$ cat config.mk
export PLATFORM = sky130hd
export DESIGN_NAME = fifo_sync_param_flat
export DESIGN_NICKNAME = d
export VERILOG_FILES = /design/src/rtl/fifo_sync_param_if.sv /design/src/rtl/fifo_sync_param.sv /design/src/flat_wrapper.sv
export SDC_FILE = /design/constraint.sdc
export NUM_CORES = 1
export LEC_CHECK = 0
export BUFFER_PORTS_ARGS = -buffer_cell sky130_fd_sc_hd__clkbuf_2
export CORE_MARGIN = 2
export CORE_UTILIZATION = 45
export DETAILED_ROUTE_END_ITERATION = 7
export PLACE_DENSITY = 0.63
export SLEW_MARGIN = 30
export SYNTH_ARGS = -nofsm -noshare
export SYNTH_HDL_FRONTEND = slang
export SYNTH_SLANG_ARGS = --single-unit
$ cat constraint.sdc
create_clock -name Clk -period 5.2 [get_ports Clk]
set_clock_uncertainty 0.15 [all_clocks]
set_input_delay 1.04 -clock Clk [delete_from_list [all_inputs] [get_ports Clk]]
set_output_delay 1.04 -clock Clk [all_outputs]
set_load 0.03 [all_outputs]
$ cat src/rtl/fifo_sync_param_if.sv
// Handshake/data bundle between a producer/consumer pair and fifo_sync_param.
// The master modport is the user side; the slave modport is the FIFO itself.
interface fifo_sync_param_if #(
    parameter int DATA_W = 32,
    parameter int ADDR_W = 3
);
    logic              EN;
    logic              WR;
    logic [DATA_W-1:0] dataIn;
    logic              RD;
    logic [DATA_W-1:0] dataOut;
    logic              dataValid;
    logic              EMPTY;
    logic              FULL;
    logic              ALMOST_EMPTY;
    logic              ALMOST_FULL;
    logic [ADDR_W:0]   COUNT;
    logic              OVF;
    logic              UDF;

    modport master (
        output EN, WR, dataIn, RD,
        input  dataOut, dataValid, EMPTY, FULL, ALMOST_EMPTY, ALMOST_FULL, COUNT, OVF, UDF
    );

    modport slave (
        input  EN, WR, dataIn, RD,
        output dataOut, dataValid, EMPTY, FULL, ALMOST_EMPTY, ALMOST_FULL, COUNT, OVF, UDF
    );
endinterface

$ cat src/rtl/fifo_sync_param.sv
// Parametrised single-clock FIFO with registered read data, occupancy flags and error reporting.
// Define FIFO_STICKY_ERR_EN to make OVF/UDF sticky until reset instead of one-cycle pulses.
module fifo_sync_param #(
    parameter int DATA_W   = 32,
    parameter int ADDR_W   = 3,
    parameter int AF_LEVEL = 6,
    parameter int AE_LEVEL = 2
) (
    input logic            Clk,
    input logic            Rst,
    fifo_sync_param_if.slave bus
);
    localparam int DEPTH = 2 ** ADDR_W;
    localparam logic [ADDR_W:0] DEPTH_C = (ADDR_W + 1)'(DEPTH);
    localparam logic [ADDR_W:0] AF_C    = (ADDR_W + 1)'(AF_LEVEL);
    localparam logic [ADDR_W:0] AE_C    = (ADDR_W + 1)'(AE_LEVEL);

    logic [DATA_W-1:0] mem_q [DEPTH];
    logic [DATA_W-1:0] mem_d [DEPTH];
    logic [ADDR_W-1:0] wr_ptr_q, wr_ptr_d;
    logic [ADDR_W-1:0] rd_ptr_q, rd_ptr_d;
    logic [ADDR_W:0]   count_q, count_d;
    logic [DATA_W-1:0] data_out_q, data_out_d;
    logic              data_valid_q, data_valid_d;
    logic              ovf_q, ovf_d;
    logic              udf_q, udf_d;
    logic              rd_ok, wr_ok;
    logic              wr_rej, rd_rej;

    // Acceptance uses pre-edge occupancy; a full FIFO takes a write only alongside a read.
    always_comb begin
        rd_ok  = bus.EN && bus.RD && (count_q != '0);
        wr_ok  = bus.EN && bus.WR && ((count_q != DEPTH_C) || rd_ok);
        wr_rej = bus.EN && bus.WR && !wr_ok;
        rd_rej = bus.EN && bus.RD && !rd_ok;
    end

    always_comb begin
        wr_ptr_d     = wr_ptr_q;
        rd_ptr_d     = rd_ptr_q;
        count_d      = count_q;
        data_out_d   = data_out_q;
        data_valid_d = rd_ok;
        mem_d        = mem_q;

        if (wr_ok) begin
            wr_ptr_d = wr_ptr_q + ADDR_W'(1);
            if (!Rst) begin
                mem_d[wr_ptr_q] = bus.dataIn;
            end
        end
        if (rd_ok) begin
            rd_ptr_d   = rd_ptr_q + ADDR_W'(1);
            data_out_d = mem_q[rd_ptr_q];
        end

        case ({wr_ok, rd_ok})
            2'b10:   count_d = count_q + 1'b1;
            2'b01:   count_d = count_q - 1'b1;
            default: count_d = count_q;
        endcase

`ifdef FIFO_STICKY_ERR_EN
        ovf_d = ovf_q || wr_rej;
        udf_d = udf_q || rd_rej;
`else
        ovf_d = wr_rej;
        udf_d = rd_rej;
`endif
    end

    always_ff @(posedge Clk) begin
        if (Rst) begin
            wr_ptr_q     <= '0;
            rd_ptr_q     <= '0;
            count_q      <= '0;
            data_out_q   <= '0;
            data_valid_q <= 1'b0;
            ovf_q        <= 1'b0;
            udf_q        <= 1'b0;
        end else begin
            wr_ptr_q     <= wr_ptr_d;
            rd_ptr_q     <= rd_ptr_d;
            count_q      <= count_d;
            data_out_q   <= data_out_d;
            data_valid_q <= data_valid_d;
            ovf_q        <= ovf_d;
            udf_q        <= udf_d;
        end
    end

    // Storage survives reset; the pointer reset alone makes old contents unreachable.
    always_ff @(posedge Clk) begin
        mem_q <= mem_d;
    end

    assign bus.dataOut      = data_out_q;
    assign bus.dataValid    = data_valid_q;
    assign bus.COUNT        = count_q;
    assign bus.EMPTY        = (count_q == '0);
    assign bus.FULL         = (count_q == DEPTH_C);
    assign bus.ALMOST_EMPTY = (count_q <= AE_C);
    assign bus.ALMOST_FULL  = (count_q >= AF_C);
    assign bus.OVF          = ovf_q;
    assign bus.UDF          = udf_q;
endmodule

$ cat src/flat_wrapper.sv
// flat-port wrapper written by rule: the top's interface ports become plain ports
module fifo_sync_param_flat 
#(
    parameter int DATA_W   = 32,
    parameter int ADDR_W   = 3,
    parameter int AF_LEVEL = 6,
    parameter int AE_LEVEL = 2
)
  (Clk, Rst, bus_EN, bus_WR, bus_dataIn, bus_RD, bus_dataOut, bus_dataValid, bus_EMPTY, bus_FULL, bus_ALMOST_EMPTY, bus_ALMOST_FULL, bus_COUNT, bus_OVF, bus_UDF);
  fifo_sync_param_if #(.DATA_W(DATA_W), .ADDR_W(ADDR_W)) bus_i ();
  input logic Clk;
  input logic Rst;
  input wire logic [$bits(bus_i.EN)-1:0] bus_EN;
  input wire logic [$bits(bus_i.WR)-1:0] bus_WR;
  input wire logic [$bits(bus_i.dataIn)-1:0] bus_dataIn;
  input wire logic [$bits(bus_i.RD)-1:0] bus_RD;
  output wire logic [$bits(bus_i.dataOut)-1:0] bus_dataOut;
  output wire logic [$bits(bus_i.dataValid)-1:0] bus_dataValid;
  output wire logic [$bits(bus_i.EMPTY)-1:0] bus_EMPTY;
  output wire logic [$bits(bus_i.FULL)-1:0] bus_FULL;
  output wire logic [$bits(bus_i.ALMOST_EMPTY)-1:0] bus_ALMOST_EMPTY;
  output wire logic [$bits(bus_i.ALMOST_FULL)-1:0] bus_ALMOST_FULL;
  output wire logic [$bits(bus_i.COUNT)-1:0] bus_COUNT;
  output wire logic [$bits(bus_i.OVF)-1:0] bus_OVF;
  output wire logic [$bits(bus_i.UDF)-1:0] bus_UDF;
  assign bus_i.EN = bus_EN;
  assign bus_i.WR = bus_WR;
  assign bus_i.dataIn = bus_dataIn;
  assign bus_i.RD = bus_RD;
  assign bus_dataOut = bus_i.dataOut;
  assign bus_dataValid = bus_i.dataValid;
  assign bus_EMPTY = bus_i.EMPTY;
  assign bus_FULL = bus_i.FULL;
  assign bus_ALMOST_EMPTY = bus_i.ALMOST_EMPTY;
  assign bus_ALMOST_FULL = bus_i.ALMOST_FULL;
  assign bus_COUNT = bus_i.COUNT;
  assign bus_OVF = bus_i.OVF;
  assign bus_UDF = bus_i.UDF;
  fifo_sync_param #(.DATA_W(DATA_W), .ADDR_W(ADDR_W), .AF_LEVEL(AF_LEVEL), .AE_LEVEL(AE_LEVEL)) u_core (.Clk(Clk), .Rst(Rst), .bus(bus_i));
endmodule
==> run metrics, run 1 <==
Critical Path End Type=output port; initial antenna violation count=0; # rows=58; worst-case clock buffer depth=3; Startpoint Class=register; RSZ-0062 raised after global routing=no; Mapped Area=11400 µm²; Multi-input gate area=2640 µm²; outcome=finished clean; Vias/cell=5.37; #FFs+latches synth=301; die width=163 µm; IO Count=80; grt total ovfl=0; Global Route met1 Usage=22.6%; crit path DAT=1820 ps; CP Class=reg -> out; CP max FO=7; number of remaining DRC errors=0; Post-Synthesis Cells=564; most common cell after layout, fill and taps aside=edfxtp_1; Fill cells=2005; sequential area share after synthesis=75.6%; share of layout cells above drive strength 1=32.5%; TNS Setup=0 ps; diodes inserted=0; power per cell area=392 nW/µm²; Yosys warnings=0; busiest grt layer=met2; crit path time final=3010 ps; IO buf count=79; Reg clk slew, reported paths=60 ps; Main synth FF type=edfxtp_1; Final Max Slew Viols=0; CTS Buf Count=30; number of gates resized after CTS=0; Synth cell types=36; Initial Util=45.5%; Max rail drop VDD=0.313 mV; Worst Tran Pin Value=721 ps; Initial DRT Pass Iterations=5; largest net degree at the start of global routing=66; final hold violation count=0; P&R area growth vs syn=16.8%; Post-synth EDFFs=256; H-tree depth=1; drt total wl=21500 µm; maxcap violations=0; die area=26500 µm²; vias in the first global route=5811; final core utilization=53.2%; vias=5453; first-pass GRT wire length=34000 µm; clk root buf=clkbuf_16; WL per Instance=21.2 µm; CTS Hold Buffers Added=0; commonest non-fill, non-tap cells in the layout=256 x edfxtp_1, 79 x clkbuf_2, 64 x mux4_2; Die Span Y=163 µm; worst rel slew slack=52.0%; Core ar.=25000 µm²; grt met2 use=29.3%; met3 Usage GRT=2.60%; Initial DRC Count=299; Worst Path Required=4010 ps; proportion of synthesized flip-flops having asynchronous set or reset=0%; syn nets=606; CTS tree=done; FF+latch area=8600 µm²; nets=704; Hold Crit Class=reg -> reg; leakage power=4.25 nW; Antenna Violating Nets Remaining=0; post-DP HPWL=13200 µm; total track usage=16.8%; Fmax=333 MHz; final period utilization=57.8%; Post-CTS Setup Repair Bufs=0; clock sink count=301; Avg Inst Size Synth=20.2 µm²; Final Setup Violations=0; GP Congestion=0.697; clk_lat worst skew=540 ps
critical path, cell delays in order (launching register included):
cell and delay, ps:
dfxtp_1 370, or4_4 600, clkinv_2 100, clkbuf_2 210
registers in the layout (all words and copies together), names as in the netlist:
signal / count
u_core.mem_q: 256
u_core.bus.dataOut: 32
u_core.bus.COUNT: 4
u_core.rd_ptr_q: 3
u_core.wr_ptr_q: 3
u_core.bus.OVF: 1
u_core.bus.UDF: 1
u_core.bus.dataValid: 1
area by class of cell:
class / count / share of cell area, %
inverters: 6 / 0.179
clock inverters: 10 / 0.857
well taps: 330 / 3.11
flip-flops and latches: 301 / 64.7
repair buffers: 96 / 4.69
multi-input cells: 227 / 19.9
clock buffers: 46 / 6.56
final timing paths:
check                         from               endpoint  slack (ps)  cells after the start
max            u_core.bus.COUNT[3]              bus_EMPTY        2190                      3
max reg2reg    u_core.bus.COUNT[1]      u_core.mem_q[184]        2490                      6
min reg2reg  u_core.bus.dataOut[3]  u_core.bus.dataOut[3]         350                      2
min          u_core.bus.dataOut[3]  u_core.bus.dataOut[3]         350                      2
report_power, final:
| group | internal [W] | leakage (nW) | switching [W] |
|---|---|---|---|
| sequential | 0.00266 | 2.67 | 0.0000385 |
| clock | 0.00125 | 0.475 | 0.000850 |
| combinational | 0.000161 | 1.10 | 0.000241 |
metal layers:
layer / wire, µm / up-vias / part of all wire [%]
met3: 801 / 22 / 3.7
met4: 295 / 0 / 1.4
met1: 9240 / 2849 / 43
met5: 0 / - / 0
li1: - / 2478 / -
met2: 11200 / 104 / 52
per-stage QoR:
step                      power (W)  cells  hold WS [ps]  setup WS, ps  area (µm²)
after floorplan             0.00304    564           374           446       11400
after global placement      0.00315    955           334          1720       12200
after detailed placement    0.00316    960           341          1720       12300
after CTS                   0.00526   1016           349          2160       13300
after global routing        0.00540   1016           370          2120       13300
final                       0.00520   1016           348          2190       13300
cells in the mapped netlist, types with 5 or more instances:
cell	number	share of area, %
nor2_1	47	1.6
mux2i_1	34	3.0
a211oi_1	33	2.2
mux4_2	64	13
edfxtp_1	256	68
buf_2	10	0.44
nand2_1	9	0.30
nor3_1	5	0.22
buf_4	5	0.33
dfxtp_1	45	7.9
clkbuf_1	9	0.30
a21oi_1	5	0.22
kinds of logic after synthesis:
kind of cell	count (synthesis)	synth area share [%]
AND/OR/NAND/NOR	74	2.93
AO/OA/AOI/OAI	42	2.79
buffers and inverters	36	1.75
XOR/XNOR	5	0.385
adder cells (fa/ha/maj)	5	0.616
multiplexers	101	16.0
flip-flops	301	75.6
(Power assumes the default switching activity.)
==> run 2, diff against run 1 <==
--- a/config.mk
+++ b/config.mk
@@ -9,7 +9,7 @@
 export CORE_MARGIN = 2
 export CORE_UTILIZATION = 45
 export DETAILED_ROUTE_END_ITERATION = 7
-export PLACE_DENSITY = 0.63
+export PLACE_DENSITY = 0.66
 export SLEW_MARGIN = 30
 export SYNTH_ARGS = -nofsm -noshare
 export SYNTH_HDL_FRONTEND = slang
==> constraint.sdc (replaced) <==
create_clock -name Clk -period 2.4 [get_ports Clk]
set_clock_uncertainty 0.15 [all_clocks]
set_input_delay 0.48 -clock Clk [delete_from_list [all_inputs] [get_ports Clk]]
set_output_delay 0.48 -clock Clk [all_outputs]
set_load 0.03 [all_outputs]
==> run 2 against run 1 <==
  * The flow now finishes with violations (setup timing)
  * Largest power group unchanged
  * Combinational power grew 150%
  * Non-clock buffer count grew 23
  * Sequential power grew 120%
  * Die area is the same
  * Global-route usage grew 0.35 points
  * Critical path depth grew 7
  * Wire length grew 4.0%
  * Clock power grew 140%
==> run metrics, run 2 (synthesized netlist as in run 1, its figures left out) <==
maxcap violations=0 (unchanged); first-pass GRT wire length=34500 µm (+1.7%); Slowest cell on crit path=or4_4; critical path launch point=u_core.bus.COUNT[1]; outcome=finished with violations; CTS tree=done; Pint=0.00920 W (+130%); net switching power=0.00256 W (+130%); TNS Setup=-17.0 ps (-17.0 ps); vias=5649 (+3.6%); slowest stage delay, CP=560 ps (-40 ps); Initial Util=45.5% (unchanged); clk_lat worst skew=550 ps (about the same); Startpoint Class=register; Met1 Wirelength=9410 µm (+1.8%); P&R area growth vs syn=21.2%; initial antenna violation count=1 (+1); Worst Tran Pin Value=733 ps (+12.0 ps); grt total ovfl=0 (unchanged); Initial DRC Count=277 (-7.4%); leakage power=4.44 nW (+4.7%); number of remaining DRC errors=0 (unchanged); Die Span Y=163 µm (unchanged); CTS Buf Count=31 (+3.3%); Hold Crit Class=in -> reg; # rows=58 (unchanged); Worst R2R Start=u_core.bus.COUNT[1]; Sequential Power Share=49.5% (-2.4 points); Fill cells=1930 (-3.7%); max FFs per register=256 (unchanged); Final Setup Violations=1 (+1); Core ar.=25000 µm² (unchanged); share of layout cells above drive strength 1=37.6% (+5.0 points); Max rail drop VDD=0.583 mV (+86%); total track usage=17.2% (+0.35 points); diodes inserted=0 (unchanged); WL per Instance=21.5 µm (+1.5%); die area=26500 µm² (unchanged); post-DP HPWL=13300 µm (+0.78%); Most flops, register=u_core.mem_q; Switching Fraction=21.8% (+0.065 points); Vias/cell=5.43 (+1.1%); commonest non-fill, non-tap cells in the layout=256 x edfxtp_1, 77 x clkbuf_2, 64 x mux4_2; Antenna Violating Nets Remaining=0 (unchanged); RSZ-0062 raised after global routing=yes; drt total wl=22400 µm (+4.0%); Final Instance Area=13800 µm² (+3.7%); Post-DP Area=12600 µm² (+2.7%); failing checks=setup timing; clk root buf=clkbuf_16; vias in the first global route=5910 (+1.7%); power per cell area=854 nW/µm² (+120%); crit-path cells=or4_4 -> clkinv_4 -> nor2_4 -> nand2_4 -> inv_6 -> ha_4 -> nand3_2 -> and2_4 -> a22oi_2 -> mux2_4; GP Congestion=0.753 (+8.0%); final setup margin=-17.0 ps (-2210 ps); nets=728 (+3.4%); final period utilization=101%; crit path DAT=2690 ps (+870 ps); Worst Path Required=2680 ps (-1330 ps); Met2 Wirelength=11500 µm (+2.8%); Final Max Slew Viols=0 (unchanged); IO buf count=79 (unchanged); crit path time final=2420 ps; Initial DRT Pass Iterations=5 (unchanged); worst-case clock buffer depth=3 (unchanged); final core utilization=55.2% (+2.0 points); top layer in use=met5; Critical Path End Type=register; largest net degree at the start of global routing=66 (unchanged); Fmax=414 MHz; most common cell after layout, fill and taps aside=edfxtp_1; clock sink count=301 (unchanged); Comb power frac=8.5% (+0.8 points); Reg clk slew, reported paths=60 ps (about the same); met3 WL=1220 µm (+52%); die width=163 µm (unchanged); CP Class=reg -> reg; Hold Crit Start=bus_dataIn[9]; IO Count=80 (unchanged); CP max FO=4 (-3); Clk pwr share=42.0% (+1.6 points); worst rel slew slack=51.2% (-0.80 points); final hold violation count=0 (unchanged); H-tree depth=1 (unchanged)
==> run 2: cell count changes in the layout (fill, tap and decap cells not counted), sizes merged <==
cell | previous run | this run
buf | 17 | 42
bufinv | 2 | 6
clkbuf | 125 | 113
clkinv | 7 | 16
clkinvlp | 2 | 0
inv | 5 | 6
==> run 2: cell type report <==
cell class / count / area [µm²] / share of cell area, %
clock inverter: 22 / 269 / 1.95
sequential: 301 / 8610 / 62.5
multi-input combinational: 227 / 2720 / 19.8
tap: 330 / 413 / 3.00
timing repair buffer: 119 / 933 / 6.78
clock buffer: 36 / 795 / 5.77
inverter: 6 / 32.5 / 0.236
==> run 2: worst paths after layout <==
kind | to | slack [ps] | depth (start not counted)
setup / recovery | u_core.bus.COUNT[3] | -20 | 10
hold / removal | u_core.mem_q[169] | 50 | 1
setup reg to reg | u_core.bus.COUNT[3] | -20 | 10
hold reg to reg | u_core.bus.dataOut[7] | 350 | 2
==> run 2: power by group through the flow <==
stage	Combinational (W)	Sequential, W	Clock (W)
2_1_floorplan	0.000532	0.00606	0
3_3_place_gp	0.000954	0.00593	0
3_5_place_dp	0.000975	0.00594	0
4_1_cts	0.000990	0.00582	0.00505
5_1_grt	0.00108	0.00583	0.00524
6_report	0.000996	0.00582	0.00494
==> run 2: timing repair <==
| action | in CTS | in global routing |
|---|---|---|
| setup buffers | 1 | 4 |
| gates resized for setup | 2 | 10 |
| pin swaps | 1 | 4 |
| endpoints found under the setup margin | 3 | 3 |
| hold buffers | 0 | 0 |
==> run 2: layer usage <==
| layer | global-route usage [%] | vias to the layer above |
|---|---|---|
| li1 | - | 2535 |
| met4 | 3.22 | 2 |
| met2 | 29.8 | 147 |
| met3 | 3.23 | 22 |
| met1 | 23.1 | 2943 |
| met5 | 0 | - |
==> run 2: through the flow <==
step                      hold WS, ps  setup WS [ps]  instances  total power, W
final                            54.4          -17.0       1041          0.0118
after global routing             44.3          -56.8       1041          0.0122
after CTS                        32.8          -32.3       1037          0.0119
after detailed placement          343          -20.1        978         0.00691
after global placement            335           4.51        978         0.00688
after floorplan                   391           -285        564         0.00660
==> run 2: worst max-delay path: cells and delay by family (launching register included) <==
family / cells / cell delay, ps
adder cells (fa/ha/maj): 1 / 280
flip-flops: 1 / 340
AND/OR/NAND/NOR: 5 / 920
AO/OA/AOI/OAI: 1 / 180
buffers and inverters: 2 / 130
multiplexers: 1 / 310
==> run 3, diff against run 2 <==
--- a/config.mk
+++ b/config.mk
@@ -8,8 +8,9 @@
 export BUFFER_PORTS_ARGS = -buffer_cell sky130_fd_sc_hd__clkbuf_2
 export CORE_MARGIN = 2
 export CORE_UTILIZATION = 45
+export CTS_BUF_LIST = sky130_fd_sc_hd__clkbuf_8
 export DETAILED_ROUTE_END_ITERATION = 7
-export PLACE_DENSITY = 0.66
+export PLACE_DENSITY = 0.63
 export SLEW_MARGIN = 30
 export SYNTH_ARGS = -nofsm -noshare
 export SYNTH_HDL_FRONTEND = slang
==> constraint.sdc (replaced) <==
create_clock -name Clk -period 2.7 [get_ports Clk]
set_clock_uncertainty 0.15 [all_clocks]
set_input_delay 0.54 -clock Clk [delete_from_list [all_inputs] [get_ports Clk]]
set_output_delay 0.54 -clock Clk [all_outputs]
set_load 0.03 [all_outputs]
==> run 3 against run 2 <==
  * The run now ends clean
  * Sequential power decreased by 11%
  * Total power decreased by 17%
  * Combinational power decreased by 18%
  * Sequential share of layout area increased by 1.7 points
  * Flip-flop and latch count unchanged
  * Register-to-register slack improved by 110 ps
  * Cell count increased by 1.7%
  * Largest cell class unchanged
  * Largest power group unchanged
==> run metrics, run 3 (synthesized netlist as in run 1, its figures left out) <==
Max rail drop VDD=0.362 mV (-38%); Comb power frac=8.4% (about the same); power per cell area=726 nW/µm² (-15%); H-tree depth=2 (+1); clk root buf=clkbuf_8; Final Instance Area=13400 µm² (-2.7%); slowest stage delay, CP=600 ps (+40 ps); post-DP HPWL=13000 µm (-1.9%); Worst Path Required=2010 ps (-670 ps); clk_lat worst skew=550 ps (about the same); Hold Crit Start=bus_dataIn[20]; Clk pwr share=38.2% (-3.8 points); crit path DAT=1930 ps (-760 ps); CP Class=reg -> out; Final Max Slew Viols=0 (unchanged); total track usage=17.6% (+0.39 points); Vias/cell=5.28 (-2.7%); hold path cells=1 (unchanged); nets=733 (+0.69%); Initial Util=45.5% (unchanged); outcome=finished clean; die area=26500 µm² (unchanged); Reg clk slew, reported paths=60 ps (about the same); Initial DRT Pass Iterations=6 (+1); Startpoint Class=register; Hold Crit Endpoint=u_core.mem_q[244]; DP Cell Count=970 (-0.82%); first-pass GRT wire length=34900 µm (+0.92%); drt total wl=22600 µm (+1.2%); CTS Hold Buffers Added=0 (unchanged); crit path time final=2620 ps; Worst Tran Pin Value=758 ps (+25.4 ps); final period utilization=97.0%; R2R depth=10 (unchanged); Slowest cell on crit path=or4_4; Pint=0.00745 W (-19%); non-filler cells, final=1059 (+1.7%); vias=5592 (-1.0%); largest net degree at the start of global routing=66 (unchanged); P&R area growth vs syn=17.9%; CTS Buf Count=47 (+52%); IO Count=80 (unchanged); worst rel slew slack=49.5% (-1.7 points); Critical Path End Type=output port; initial antenna violation count=0 (-1); leakage power=4.33 nW (-2.7%); Post-DP Area=12400 µm² (-1.6%); Antenna Violating Nets Remaining=0 (unchanged); Fmax=382 MHz; Most flops, register=u_core.mem_q; Die Span Y=163 µm (unchanged); number of remaining DRC errors=0 (unchanged); Final Setup Violations=0 (-1); IO buf count=79 (unchanged); Core ar.=25000 µm² (unchanged); vias in the first global route=6072 (+2.7%); Sequential Power Share=53.4% (+3.9 points); Initial DRC Count=396 (+43%); maxcap violations=0 (unchanged); GP Congestion=0.774 (+2.8%); clock sink count=301 (unchanged); share of layout cells above drive strength 1=36.1% (-1.4 points); Hold Crit Class=in -> reg; r2r setup slk=90 ps (+110 ps); Switching Fraction=23.5% (+1.7 points); max FFs per register=256 (unchanged); final hold violation count=0 (unchanged); CTS tree=done; Worst R2R Start=u_core.bus.COUNT[1]; die width=163 µm (unchanged); CP max FO=7 (+3); WL per Instance=21.4 µm (-0.50%); # rows=58 (unchanged); worst-case clock buffer depth=3 (unchanged); commonest non-fill, non-tap cells in the layout=256 x edfxtp_1, 79 x clkbuf_2, 64 x mux4_2; most common cell after layout, fill and taps aside=edfxtp_1; RR Endpoint=u_core.bus.COUNT[3]; crit-path cells=or4_4 -> inv_4 -> buf_4 -> clkbuf_2; grt total ovfl=0 (unchanged); net switching power=0.00228 W (-11%)
## run 3: changes by cell type in the layout (fill, tap and decap cells not counted), sizes merged
| cell | before | now |
|---|---|---|
| buf | 42 | 29 |
| bufinv | 6 | 3 |
| clkinv | 16 | 21 |
| inv | 6 | 17 |
| clkbuf | 113 | 128 |
| clkinvlp | 0 | 2 |
| diode | 0 | 1 |
## run 3: power groups by stage
stage	clock network (W)	logic [W]	registers, W
finish	0.00372	0.000819	0.00519
global route	0.00399	0.000897	0.00520
CTS	0.00380	0.000815	0.00519
detailed placement	0	0.000813	0.00529
global placement	0	0.000799	0.00528
floorplan	0	0.000466	0.00539
## run 3: cell type report
type / count / area (µm²)
diodes: 1 / 2.50
multi-input cells: 227 / 2710
clock buffers: 49 / 674
well taps: 330 / 413
fillers: 1985 / 11600
flip-flops and latches: 301 / 8600
inverters: 6 / 27.5
clock inverters: 37 / 243
repair buffers: 108 / 726
## run 3: per-layer routing
metal	vias up	track usage (%)	wire, µm
met5	-	0	0
met4	0	5.67	443
met3	33	4.05	1240
met2	141	30.2	11500
met1	2868	22.3	9420
li1	2550	-	-
## run 3: stage by stage
stage / setup slack, ps / total power (W) / utilization [%] / hold slack [ps] / TNS [ps]
after floorplan: -8.41 / 0.00586 / - / 416 / -807
after global placement: 170 / 0.00608 / 49.8 / 337 / 0
after detailed placement: 64.6 / 0.00610 / 49.8 / 342 / 0
after CTS: 49.7 / 0.00980 / 53.5 / 76.3 / 0
after global routing: -1.82 / 0.0101 / 53.7 / 95.8 / -1.82
final: 81.7 / 0.00973 / 53.7 / 104 / 0
## run 3: worst max path at each step
stage	startpoint	end	slack, ps	cells past startpoint
final	u_core.bus.COUNT[1]	bus_EMPTY	80	4
after detailed placement	u_core.bus.COUNT[0]	u_core.bus.COUNT[3]	60	10
after global placement	u_core.bus.COUNT[0]	u_core.bus.COUNT[3]	170	10
after CTS	u_core.bus.COUNT[0]	u_core.bus.COUNT[3]	50	10
after global routing	u_core.bus.COUNT[1]	u_core.bus.COUNT[3]	-2	10
after floorplan	bus_EN	u_core.mem_q[100]	-8	4
## run 3: what timing repair did
| action | 4_1_cts | 5_1_grt |
|---|---|---|
| setup endpoints to repair | 0 | 1 |
| buffers inserted | 0 | 2 |
| gates resized for setup | 0 | 6 |
## run 3: critical path: cells and delay by family, from the launching register on
kind	cells	cell delay, ps
AND/OR/NAND/NOR	1	600
flip-flops	1	380
buffers and inverters	3	390
